### config.mk
export PLATFORM = sky130hd
export DESIGN_NAME = traffic_light_monitor
export DESIGN_NICKNAME = d
export VERILOG_FILES = /design/src/rtl/traffic_light_monitor.sv
export SDC_FILE = /design/constraint.sdc
export NUM_CORES = 1
export LEC_CHECK = 0
export CORE_MARGIN = 3
export CORE_UTILIZATION = 42
export DETAILED_ROUTE_END_ITERATION = 7
export DONT_BUFFER_PORTS = 1
export SLEW_MARGIN = 40
export SYNTH_ARGS = -nofsm -noshare
export SYNTH_HDL_FRONTEND = slang
export SYNTH_SLANG_ARGS = --single-unit
### constraint.sdc
create_clock -name clk -period 3.3 [get_ports clk]
set_input_delay 0 -clock clk [delete_from_list [all_inputs] [get_ports clk]]
set_output_delay 0 -clock clk [all_outputs]
set_load 0.005 [all_outputs]
### src/rtl/traffic_light_monitor.sv
`timescale 1ns/1ps
// traffic_light_monitor: independent checker on the 12-line lamp interface of a 4-way
// traffic light controller; de-glitches the lamps, checks sequence/order/exclusion/liveness.
module traffic_light_monitor #(
    parameter int FILT_LEN    = 4,
    parameter int WDOG_CYCLES = 1_000_000
) (
    input  logic        clk,
    input  logic        reset,
    input  logic        R_N,
    input  logic        Y_N,
    input  logic        G_N,
    input  logic        R_E,
    input  logic        Y_E,
    input  logic        G_E,
    input  logic        R_S,
    input  logic        Y_S,
    input  logic        G_S,
    input  logic        R_W,
    input  logic        Y_W,
    input  logic        G_W,
    input  logic        fault_clr,
    output logic        fault,
    output logic [2:0]  fault_code,
    output logic [1:0]  fault_dir,
    output logic [7:0]  fault_count,
    output logic [1:0]  active_dir,
    output logic        active_valid,
    output logic        phase_done,
    output logic [23:0] green_cycles
);

    localparam int CNT_W = $clog2(FILT_LEN + 1);
    localparam int WD_W  = $clog2(WDOG_CYCLES);

    localparam logic [CNT_W-1:0] CNT_ONE = CNT_W'(1);
    localparam logic [CNT_W-1:0] CNT_MAX = CNT_W'(FILT_LEN);
    localparam logic [WD_W-1:0]  WD_ONE  = WD_W'(1);
    localparam logic [WD_W-1:0]  WD_MAX  = WD_W'(WDOG_CYCLES - 1);
    localparam logic [WD_W-1:0]  WD_ZERO = WD_W'(0);

    localparam logic [11:0] ALL_RED = 12'b100_100_100_100;

    localparam logic [2:0] ASP_RED = 3'b100;
    localparam logic [2:0] ASP_RY  = 3'b110;
    localparam logic [2:0] ASP_GRN = 3'b001;
    localparam logic [2:0] ASP_YEL = 3'b010;

    localparam logic [2:0] C_NONE     = 3'd0;
    localparam logic [2:0] C_CONFLICT = 3'd1;
    localparam logic [2:0] C_ASPECT   = 3'd2;
    localparam logic [2:0] C_TRANS    = 3'd3;
    localparam logic [2:0] C_ORDER    = 3'd4;
    localparam logic [2:0] C_STALL    = 3'd5;

    function automatic logic [2:0] asp_of(input logic [11:0] v, input logic [1:0] idx);
        case (idx)
            2'd0:    asp_of = v[11:9];
            2'd1:    asp_of = v[8:6];
            2'd2:    asp_of = v[5:3];
            default: asp_of = v[2:0];
        endcase
    endfunction

    function automatic logic is_legal(input logic [2:0] a);
        is_legal = (a == ASP_RED) || (a == ASP_RY) || (a == ASP_GRN) || (a == ASP_YEL);
    endfunction

    function automatic logic legal_step(input logic [2:0] p, input logic [2:0] c);
        case (p)
            ASP_RED: legal_step = (c == ASP_RY);
            ASP_RY:  legal_step = (c == ASP_GRN);
            ASP_GRN: legal_step = (c == ASP_YEL);
            ASP_YEL: legal_step = (c == ASP_RED);
            default: legal_step = 1'b0;
        endcase
    endfunction

    function automatic logic [1:0] first_idx(input logic [3:0] m);
        if (m[0])      first_idx = 2'd0;
        else if (m[1]) first_idx = 2'd1;
        else if (m[2]) first_idx = 2'd2;
        else           first_idx = 2'd3;
    endfunction

    // Approach index N,E,S,W maps to the Gray-style direction code 00,01,11,10.
    function automatic logic [1:0] dir_code(input logic [1:0] idx);
        case (idx)
            2'd0:    dir_code = 2'b00;
            2'd1:    dir_code = 2'b01;
            2'd2:    dir_code = 2'b11;
            default: dir_code = 2'b10;
        endcase
    endfunction

    logic [11:0]      sync1_q, sync1_d, sync2_q, sync2_d, cand_q, cand_d;
    logic [11:0]      filt_q, filt_d, prev_q, prev_d;
    logic [CNT_W-1:0] cnt_q, cnt_d;
    logic [WD_W-1:0]  wdog_q, wdog_d;
    logic [1:0]       last_q, last_d;
    logic [23:0]      gtmr_q, gtmr_d;
    logic             fault_q, fault_d, active_valid_q, active_valid_d, phase_done_q, phase_done_d;
    logic [2:0]       fault_code_q, fault_code_d;
    logic [1:0]       fault_dir_q, fault_dir_d, active_dir_q, active_dir_d;
    logic [7:0]       fault_count_q, fault_count_d;
    logic [23:0]      green_cycles_q, green_cycles_d;

    logic             chg_s, multi_s, one_hot_s, counting_s, stall_s, det_s, order_bad_s;
    logic [3:0]       nonred_s, bad_asp_s, bad_trans_s, start_s, yel_red_s, grn_yel_s;
    logic [1:0]       last_s, order_idx_s, act_idx_s, det_dir_s;
    logic [2:0]       det_code_s;

    // Synchroniser and stability filter: cnt_q is how long cand_q has been seen unchanged.
    always_comb begin
        sync1_d = {R_N, Y_N, G_N, R_E, Y_E, G_E, R_S, Y_S, G_S, R_W, Y_W, G_W};
        sync2_d = sync1_q;
        cand_d  = sync2_q;
        prev_d  = filt_q;
        if (sync2_q != cand_q) begin
            cnt_d = CNT_ONE;
        end else if (cnt_q != CNT_MAX) begin
            cnt_d = cnt_q + CNT_ONE;
        end else begin
            cnt_d = cnt_q;
        end
        if (cnt_q == CNT_MAX) begin
            filt_d = cand_q;
        end else begin
            filt_d = filt_q;
        end
    end

    // Per-approach decode of the accepted vector against the previous one.
    always_comb begin
        chg_s       = (filt_q != prev_q);
        nonred_s    = 4'b0000;
        bad_asp_s   = 4'b0000;
        bad_trans_s = 4'b0000;
        start_s     = 4'b0000;
        yel_red_s   = 4'b0000;
        grn_yel_s   = 4'b0000;
        for (int i = 0; i < 4; i++) begin
            nonred_s[i] = (asp_of(filt_q, 2'(i)) != ASP_RED);
            if (chg_s) begin
                // An approach that just moved is judged on its transition, one holding still on its pattern.
                if (asp_of(filt_q, 2'(i)) != asp_of(prev_q, 2'(i))) begin
                    bad_trans_s[i] = !legal_step(asp_of(prev_q, 2'(i)), asp_of(filt_q, 2'(i)));
                end else begin
                    bad_asp_s[i] = !is_legal(asp_of(filt_q, 2'(i)));
                end
                start_s[i]   = (asp_of(prev_q, 2'(i)) == ASP_RED) && (asp_of(filt_q, 2'(i)) == ASP_RY);
                yel_red_s[i] = (asp_of(prev_q, 2'(i)) == ASP_YEL) && (asp_of(filt_q, 2'(i)) == ASP_RED);
                grn_yel_s[i] = (asp_of(prev_q, 2'(i)) == ASP_GRN) && (asp_of(filt_q, 2'(i)) == ASP_YEL);
            end else begin
                bad_trans_s[i] = 1'b0;
            end
        end
        multi_s    = ((nonred_s & (nonred_s - 4'b0001)) != 4'b0000);
        one_hot_s  = (nonred_s != 4'b0000) && !multi_s;
        act_idx_s  = first_idx(nonred_s);
        counting_s = one_hot_s && (asp_of(filt_q, act_idx_s) == ASP_GRN);
    end

    // Service order: walk the starts in N>E>S>W order so last_served follows each one.
    always_comb begin
        last_s      = last_q;
        order_bad_s = 1'b0;
        order_idx_s = 2'd0;
        for (int i = 0; i < 4; i++) begin
            if (start_s[i]) begin
                if ((2'(i) != (last_s + 2'd1)) && !order_bad_s) begin
                    order_bad_s = 1'b1;
                    order_idx_s = 2'(i);
                end else begin
                    order_bad_s = order_bad_s;
                end
                last_s = 2'(i);
            end else begin
                last_s = last_s;
            end
        end
        last_d = last_s;
    end

    // Watchdog and fault arbitration: lowest code wins, then N>E>S>W.
    always_comb begin
        stall_s = !chg_s && (wdog_q == WD_MAX);
        if (chg_s || stall_s) begin
            wdog_d = WD_ZERO;
        end else begin
            wdog_d = wdog_q + WD_ONE;
        end
        det_s      = 1'b1;
        det_code_s = C_NONE;
        det_dir_s  = 2'b00;
        if (chg_s && multi_s) begin
            det_code_s = C_CONFLICT;
            det_dir_s  = dir_code(first_idx(nonred_s));
        end else if (bad_asp_s != 4'b0000) begin
            det_code_s = C_ASPECT;
            det_dir_s  = dir_code(first_idx(bad_asp_s));
        end else if (bad_trans_s != 4'b0000) begin
            det_code_s = C_TRANS;
            det_dir_s  = dir_code(first_idx(bad_trans_s));
        end else if (order_bad_s) begin
            det_code_s = C_ORDER;
            det_dir_s  = dir_code(order_idx_s);
        end else if (stall_s) begin
            det_code_s = C_STALL;
        end else begin
            det_s = 1'b0;
        end
    end

    // Sticky fault state, activity reporting and green timer.
    always_comb begin
        fault_d       = fault_q;
        fault_code_d  = fault_code_q;
        fault_dir_d   = fault_dir_q;
        fault_count_d = fault_count_q;
        if (fault_clr) begin
            fault_d       = det_s;
            fault_code_d  = det_code_s;
            fault_dir_d   = det_dir_s;
            fault_count_d = det_s ? 8'd1 : 8'd0;
        end else begin
            if (det_s && !fault_q) begin
                fault_d      = 1'b1;
                fault_code_d = det_code_s;
                fault_dir_d  = det_dir_s;
            end else begin
                fault_d = fault_q;
            end
            if (det_s && (fault_count_q != 8'hFF)) begin
                fault_count_d = fault_count_q + 8'd1;
            end else begin
                fault_count_d = fault_count_q;
            end
        end
        active_valid_d = one_hot_s;
        active_dir_d   = one_hot_s ? dir_code(act_idx_s) : active_dir_q;
        phase_done_d   = (yel_red_s != 4'b0000);
        if (counting_s) begin
            gtmr_d = (gtmr_q == 24'hFF_FFFF) ? gtmr_q : gtmr_q + 24'd1;
        end else begin
            gtmr_d = 24'd0;
        end
        green_cycles_d = (grn_yel_s != 4'b0000) ? gtmr_q : green_cycles_q;
    end

    // State register with synchronous active-low reset.
    always_ff @(posedge clk) begin
        if (!reset) begin
            sync1_q        <= ALL_RED;
            sync2_q        <= ALL_RED;
            cand_q         <= ALL_RED;
            filt_q         <= ALL_RED;
            prev_q         <= ALL_RED;
            cnt_q          <= CNT_MAX;
            wdog_q         <= WD_ZERO;
            last_q         <= 2'd3;
            gtmr_q         <= 24'd0;
            fault_q        <= 1'b0;
            fault_code_q   <= C_NONE;
            fault_dir_q    <= 2'b00;
            fault_count_q  <= 8'd0;
            active_dir_q   <= 2'b00;
            active_valid_q <= 1'b0;
            phase_done_q   <= 1'b0;
            green_cycles_q <= 24'd0;
        end else begin
            sync1_q        <= sync1_d;
            sync2_q        <= sync2_d;
            cand_q         <= cand_d;
            filt_q         <= filt_d;
            prev_q         <= prev_d;
            cnt_q          <= cnt_d;
            wdog_q         <= wdog_d;
            last_q         <= last_d;
            gtmr_q         <= gtmr_d;
            fault_q        <= fault_d;
            fault_code_q   <= fault_code_d;
            fault_dir_q    <= fault_dir_d;
            fault_count_q  <= fault_count_d;
            active_dir_q   <= active_dir_d;
            active_valid_q <= active_valid_d;
            phase_done_q   <= phase_done_d;
            green_cycles_q <= green_cycles_d;
        end
    end

    assign fault        = fault_q;
    assign fault_code   = fault_code_q;
    assign fault_dir    = fault_dir_q;
    assign fault_count  = fault_count_q;
    assign active_dir   = active_dir_q;
    assign active_valid = active_valid_q;
    assign phase_done   = phase_done_q;
    assign green_cycles = green_cycles_q;

endmodule

== Word level (Yosys, flattened, before mapping) ==
Cells that the tools add are included.
Operators by class
  add/subtract/negate cells: 9
  equality and inequality tests: 101
  mux-type cells: 135
  bitwise logic cells: 2
  reductions and logical operators: 67
Operators with widths (count)
  two-way mux 3 bit: 41
  == test 3 bit (second input constant): 37
  == test 3 x 2 -> 1 bit (second input constant): 20
  two-way mux 1 bit: 57
  == test 3 x 1 -> 1 bit (second input constant): 17
  two-way mux 2 bit: 25
  one-hot mux 2 bit (3 select lines): 5
  adder 24 x 1 -> 24 bit (second input constant): 1
  == test 24 bit (second input constant): 1
  != test 12 bit: 2
  nonzero test 4 bit: 6
  logical AND 1 bit: 21
  adder 20 x 1 -> 20 bit (second input constant): 1
  == test 20 bit (second input constant): 1
  two-way mux 8 bit: 2
  one-hot mux 1 bit (4 select lines): 4
  != test 3 bit (second input constant): 5
  logical NOT 1 bit: 14
  logical OR 1 bit: 13
  != test 3 bit: 4
  == test 2 x 1 -> 1 bit (second input constant): 5
  == test 2 bit (second input constant): 5
  logical NOT 2 bit: 5
  one-hot mux 3 bit (3 select lines): 1
  other kinds (12): 21
Word-level totals
  register bits: 151
  bits of input ports: 15
  output and inout port bits: 42
  word-level logic and storage cells: 332

== Longest topological paths before layout ==
  depth in word-level cells: 27
  mapped depth: 13

== Worst setup path after synthesis ==
No wires, ideal clock.
  path kind: register to register
  start: reg prev_q[4]
  end: reg fault_count_q[6] (netlist: fault_count[6])
  setup time: 0.116 ns
  arrival time: 2.475 ns
  data required time: 3.184 ns
  slack: 0.709 ns
  stages on the path, launching flop included: 11
  path buffers: 2
  period minus slack after synthesis: 2.591 ns
  cell sequence: dfxtp_1 clkbuf_1 xor2_1 or4_1 or4_1 buf_4 o21ai_4 o21bai_4 a211oi_4 a211oi_1 a31o_2
On the way
  cells in the longest elaborated chain, start to end: 22
  elaborated cells on any way between the ends: 63
RTL lines
  start, declared: line 97  | logic [11:0] filt_q, filt_d, prev_q, prev_d;
  start signal, assigned: line 276  | prev_q <= prev_d;
  != test 12 bit: line 135  | chg_s = (filt_q != prev_q);
  two-way mux 1 bit: line 144  | if (chg_s) begin
  two-way mux 2 bit: line 170  | if (start_s[i]) begin
  adder 2 x 1 -> 2 bit: line 171  | if ((2'(i) != (last_s + 2'd1)) && !order_bad_s) begin
  != test 1 x 2 -> 1 bit: line 171
  logical AND 1 bit: line 171
  two-way mux 1 bit: line 171
  two-way mux 1 bit: line 170
  (+6 left out)
  two-way mux 1 bit: line 171
  two-way mux 1 bit: line 170
  two-way mux 1 bit: line 205  | end else if (order_bad_s) begin
  two-way mux 1 bit: line 202  | end else if (bad_trans_s != 4'b0000) begin
  two-way mux 1 bit: line 199  | end else if (bad_asp_s != 4'b0000) begin
  two-way mux 1 bit (*): line 196  | if (chg_s && multi_s) begin
  logical AND 1 bit (*): line 234  | if (det_s && (fault_count_q != 8'hFF)) begin
  nonzero test 2 bit (no line) (*)
  end signal, assigned: line 284  | fault_count_q <= fault_count_d;
  end, declared: line 105  | logic [7:0] fault_count_q, fault_count_d;
Mark *: on every way between the ends. The rest lies on a longest branch, timed or not. The select of a mux whose other input is x is not followed.
A chain may end at the register's enable or synchronous reset.

== Worst setup path after layout ==
  start: reg filt_q[3]
  end: reg fault_count_q[6] (netlist: fault_count[6])
On the way
  cells in the longest elaborated chain, start to end: 22
  elaborated cells on any way between the ends: 77
RTL lines
  start, declared: line 97
  start signal, assigned: line 275  | filt_q <= filt_d;
  != test 12 bit: line 135
  two-way mux 1 bit: line 144
  two-way mux 2 bit: line 170
  adder 2 x 1 -> 2 bit: line 171
  != test 1 x 2 -> 1 bit: line 171
  logical AND 1 bit: line 171
  two-way mux 1 bit: line 171
  two-way mux 1 bit: line 170
  (+6 left out)
  two-way mux 1 bit: line 171
  two-way mux 1 bit: line 170
  two-way mux 1 bit: line 205
  two-way mux 1 bit: line 202
  two-way mux 1 bit: line 199
  two-way mux 1 bit (*): line 196
  logical AND 1 bit (*): line 234
  nonzero test 2 bit (no line) (*)
Marks and branches as above.

==> metrics.cfg <==
[run_status]
status=finished clean

[final_layout]
layout-drive-gt1-share_pct=7.54
synthToLayoutAreaGrowth_pct=13.3
antennaDiodeCount=0
nets=822

[job]
cap_violations=0

[floorplan]
io_pins=57
die-area_um2=18200
start_util_pct=43.4
die_y_um=135
chipWidth_um=135
rows=46
core_area_um2=16100

[sta]
slew_viol_final=0
finalCritPeriodShare_pct=88.3
setup_tns_ns=0
timing.fmax_mhz=343
holdWs_ns=0.124
min_period_ns=2.91
worst_pin_slew_ns=0.766
skew_ns=0.00965
setup_viol=0
rsz0062_at_grt=no
slew_headroom_pct=48.7
hold_violations=0

[worst_setup_path]
arrival_ns=3.23
r2r_setup_slack_ns=0.39
critPathCaptureType=register
cp_common_cell=or4_1
cp-start-kind=register
rr_endpoint=fault_count[6]$_SDFFE_PN0P_
critPathMaxFanout=14
cpMaxStageDelayCell=or4_1
reg2reg_from=filt_q[3]$_SDFFE_PN0P_
path_buf_inv=0
cp_data_required_time_ns=3.62
crit_path_max_incr_delay_ns=0.69
crit_path_cell_trace=xor2_1, or4_1, or4_1, o21ai_4, o21bai_4, a211oi_4, a211oi_1, a31o_2
worst-setup-path-type=reg2reg
reg2reg_depth=8
path_delay_family=simple AND/OR/NAND/NOR gates

[synth]
synth_area_um2=6990
ys_seq_area_share_pct=43.2
synth_cell_types=68
synth.avg_cell_area_um2=8.78
synthArstFlopShare_pct=0
postSynthCellCount=797
synth_top_flop_cell=dfxtp_1
synth_nets=823
synth-edff-count=0
yosysWarnings=0
synth.ff_latch_count=151

[cts]
cts_sinks=151
clkLatencyLatePin_ns=0.42
cts-root-buf=clkbuf_16
ctsResizeCount=0
cts_tree=yes
clock_path_buffers=2
path_clk_slew_ns=0.06
numCtsBuffers=17
htreeDepth=4

[power_and_ir_drop]
irDropWorstVdd_mv=0.429
power_per_cell_area_nw_per_um2=549
leakage_nw=3.14

[placement]
gp_congestion=0.852
io_buffers=0
hpwl_mm=10.5

[drt]
totalWireLength_mm=14.9
drt_pass1_iterations=5
avgViaCountPerCell=5.27
num_vias=5403
first_iter_violations=314
drt-wirelength-per-cell_um=14.6
drc=0
postRouteAntennaNets=0

[min_path]
hold_end=wdog_q[0]$_SDFF_PP0_
hold_path.class=in2reg
hold_depth=2
min_from=reset

[global_routing]
grt_max_degree=59
grt_remaining_overflow=0
track_usage_pct=17.4
grt_pass1_wl_mm=25.8
grt_pass1_vias=5376
antenna_found_initial=0

## worst max path at each step
stage               slack [ns]                          end  depth (start not counted)                    from
finish                    0.39  fault_count[6]$_SDFFE_PN0P_                          8  filt_q[3]$_SDFFE_PN0P_
global route              0.06       gtmr_q[7]$_SDFFE_PN0P_                         11  filt_q[6]$_SDFFE_PN0P_
CTS                       0.42  fault_count[6]$_SDFFE_PN0P_                          8  filt_q[3]$_SDFFE_PN0P_
detailed placement        0.44  fault_count[6]$_SDFFE_PN0P_                          8  filt_q[3]$_SDFFE_PN0P_
global placement          0.48  fault_count[6]$_SDFFE_PN0P_                          8  filt_q[3]$_SDFFE_PN0P_
floorplan                 0.71  fault_count[6]$_SDFFE_PN0P_                         10    prev_q[4]$_SDFF_PN0_
## flip-flops by register name (all words and copies together), names as in the netlist, 8 cells and up
name          count
cand_q           12
wdog_q           20
sync1_q          12
filt_q           12
cand_d           12
fault_count       8
prev_q           12
gtmr_q           24
green_cycles     24
## stage by stage
step	setup slack (ns)	std cells	cell area [um^2]	utilization [%]	total power [mW]
3_3_place_gp	0.482	977	7160	44.4	2.40
2_1_floorplan	0.709	797	6990	-	2.32
6_report	0.387	1025	7920	49.2	4.35
3_5_place_dp	0.436	977	7160	44.4	2.41
5_1_grt	0.0588	1025	7920	49.2	4.53
4_1_cts	0.424	1025	7920	49.2	4.40
## kinds of logic (layout without fill, tap and decap cells)
| group | Yosys count | count (layout) | share of synthesized area (%) |
|---|---|---|---|
| and+or+nand+nor | 361 | 361 | 26.6 |
| DFF | 151 | 151 | 43.2 |
| AOI/OAI and AO/OA | 111 | 111 | 11.6 |
| xor gates and xnor gates | 69 | 69 | 8.64 |
| buffers and inverters | 65 | 77 | 3.83 |
| muxes | 29 | 29 | 4.15 |
| adders and majority gates | 11 | 11 | 1.97 |
## power by group
group          internal (mW)  switching [mW]
Clock                   1.09           0.856
Combinational          0.185           0.261
Sequential              1.88          0.0679
Total                   3.16            1.18
## final cells by class
| class | instances | area [um^2] |
|---|---|---|
| multi-input cells | 581 | 3720 |
| repair buffers | 26 | 245 |
| flip-flops and latches | 151 | 3020 |
| inverters | 19 | 71.3 |
| fillers | 1534 | 8190 |
| clock inverters | 14 | 156 |
| well taps | 216 | 270 |
| clock buffers | 18 | 439 |
## metal layers
layer / track usage [%] / wire length (um) / vias up / part of all wire (%)
li1: - / - / 2752 / -
met2: 28.6 / 7180 / 108 / 48
met4: 6.16 / 238 / 0 / 1.6
met1: 22.1 / 6830 / 2522 / 46
met5: 0 / 0 / - / 0
met3: 4.58 / 697 / 21 / 4.7
## repair_timing
action,in CTS,in global routing
setup buffers,0,0
endpoints found under the hold margin,67,0
hold buffers,16,0
## cells in the final DEF (no fill, tap or decap), types with 20 or more instances in the layout
master / synthesis / routed
dfxtp_1: 151 / 151
nor2_1: 105 / 105
nand2_1: 72 / 72
nand3_1: 40 / 40
xor2_1: 40 / 40
and2_1: 37 / 37
mux2i_1: 29 / 29
xnor2_1: 29 / 29
a21oi_1: 27 / 27
o21ai_0: 20 / 20
## cells in the mapped netlist, drive strengths merged (8+ instances only)
library cell | n | area share, %
nand2 | 72 | 3.9
nor3 | 12 | 1.0
xnor2 | 29 | 3.6
inv | 19 | 1.0
nand4 | 8 | 0.72
mux2i | 29 | 4.2
and3 | 9 | 0.80
a21oi | 27 | 1.9
nor2 | 105 | 5.6
dfxtp | 151 | 43
and2 | 37 | 3.3
nand2b | 18 | 1.6
clkbuf | 36 | 1.9
a31oi | 11 | 0.98
o21ai | 21 | 1.7
xor2 | 40 | 5.0
buf | 10 | 0.88
ha | 11 | 2.0
nand3 | 40 | 2.9
Note: power is estimated with default switching activity, not from simulation.
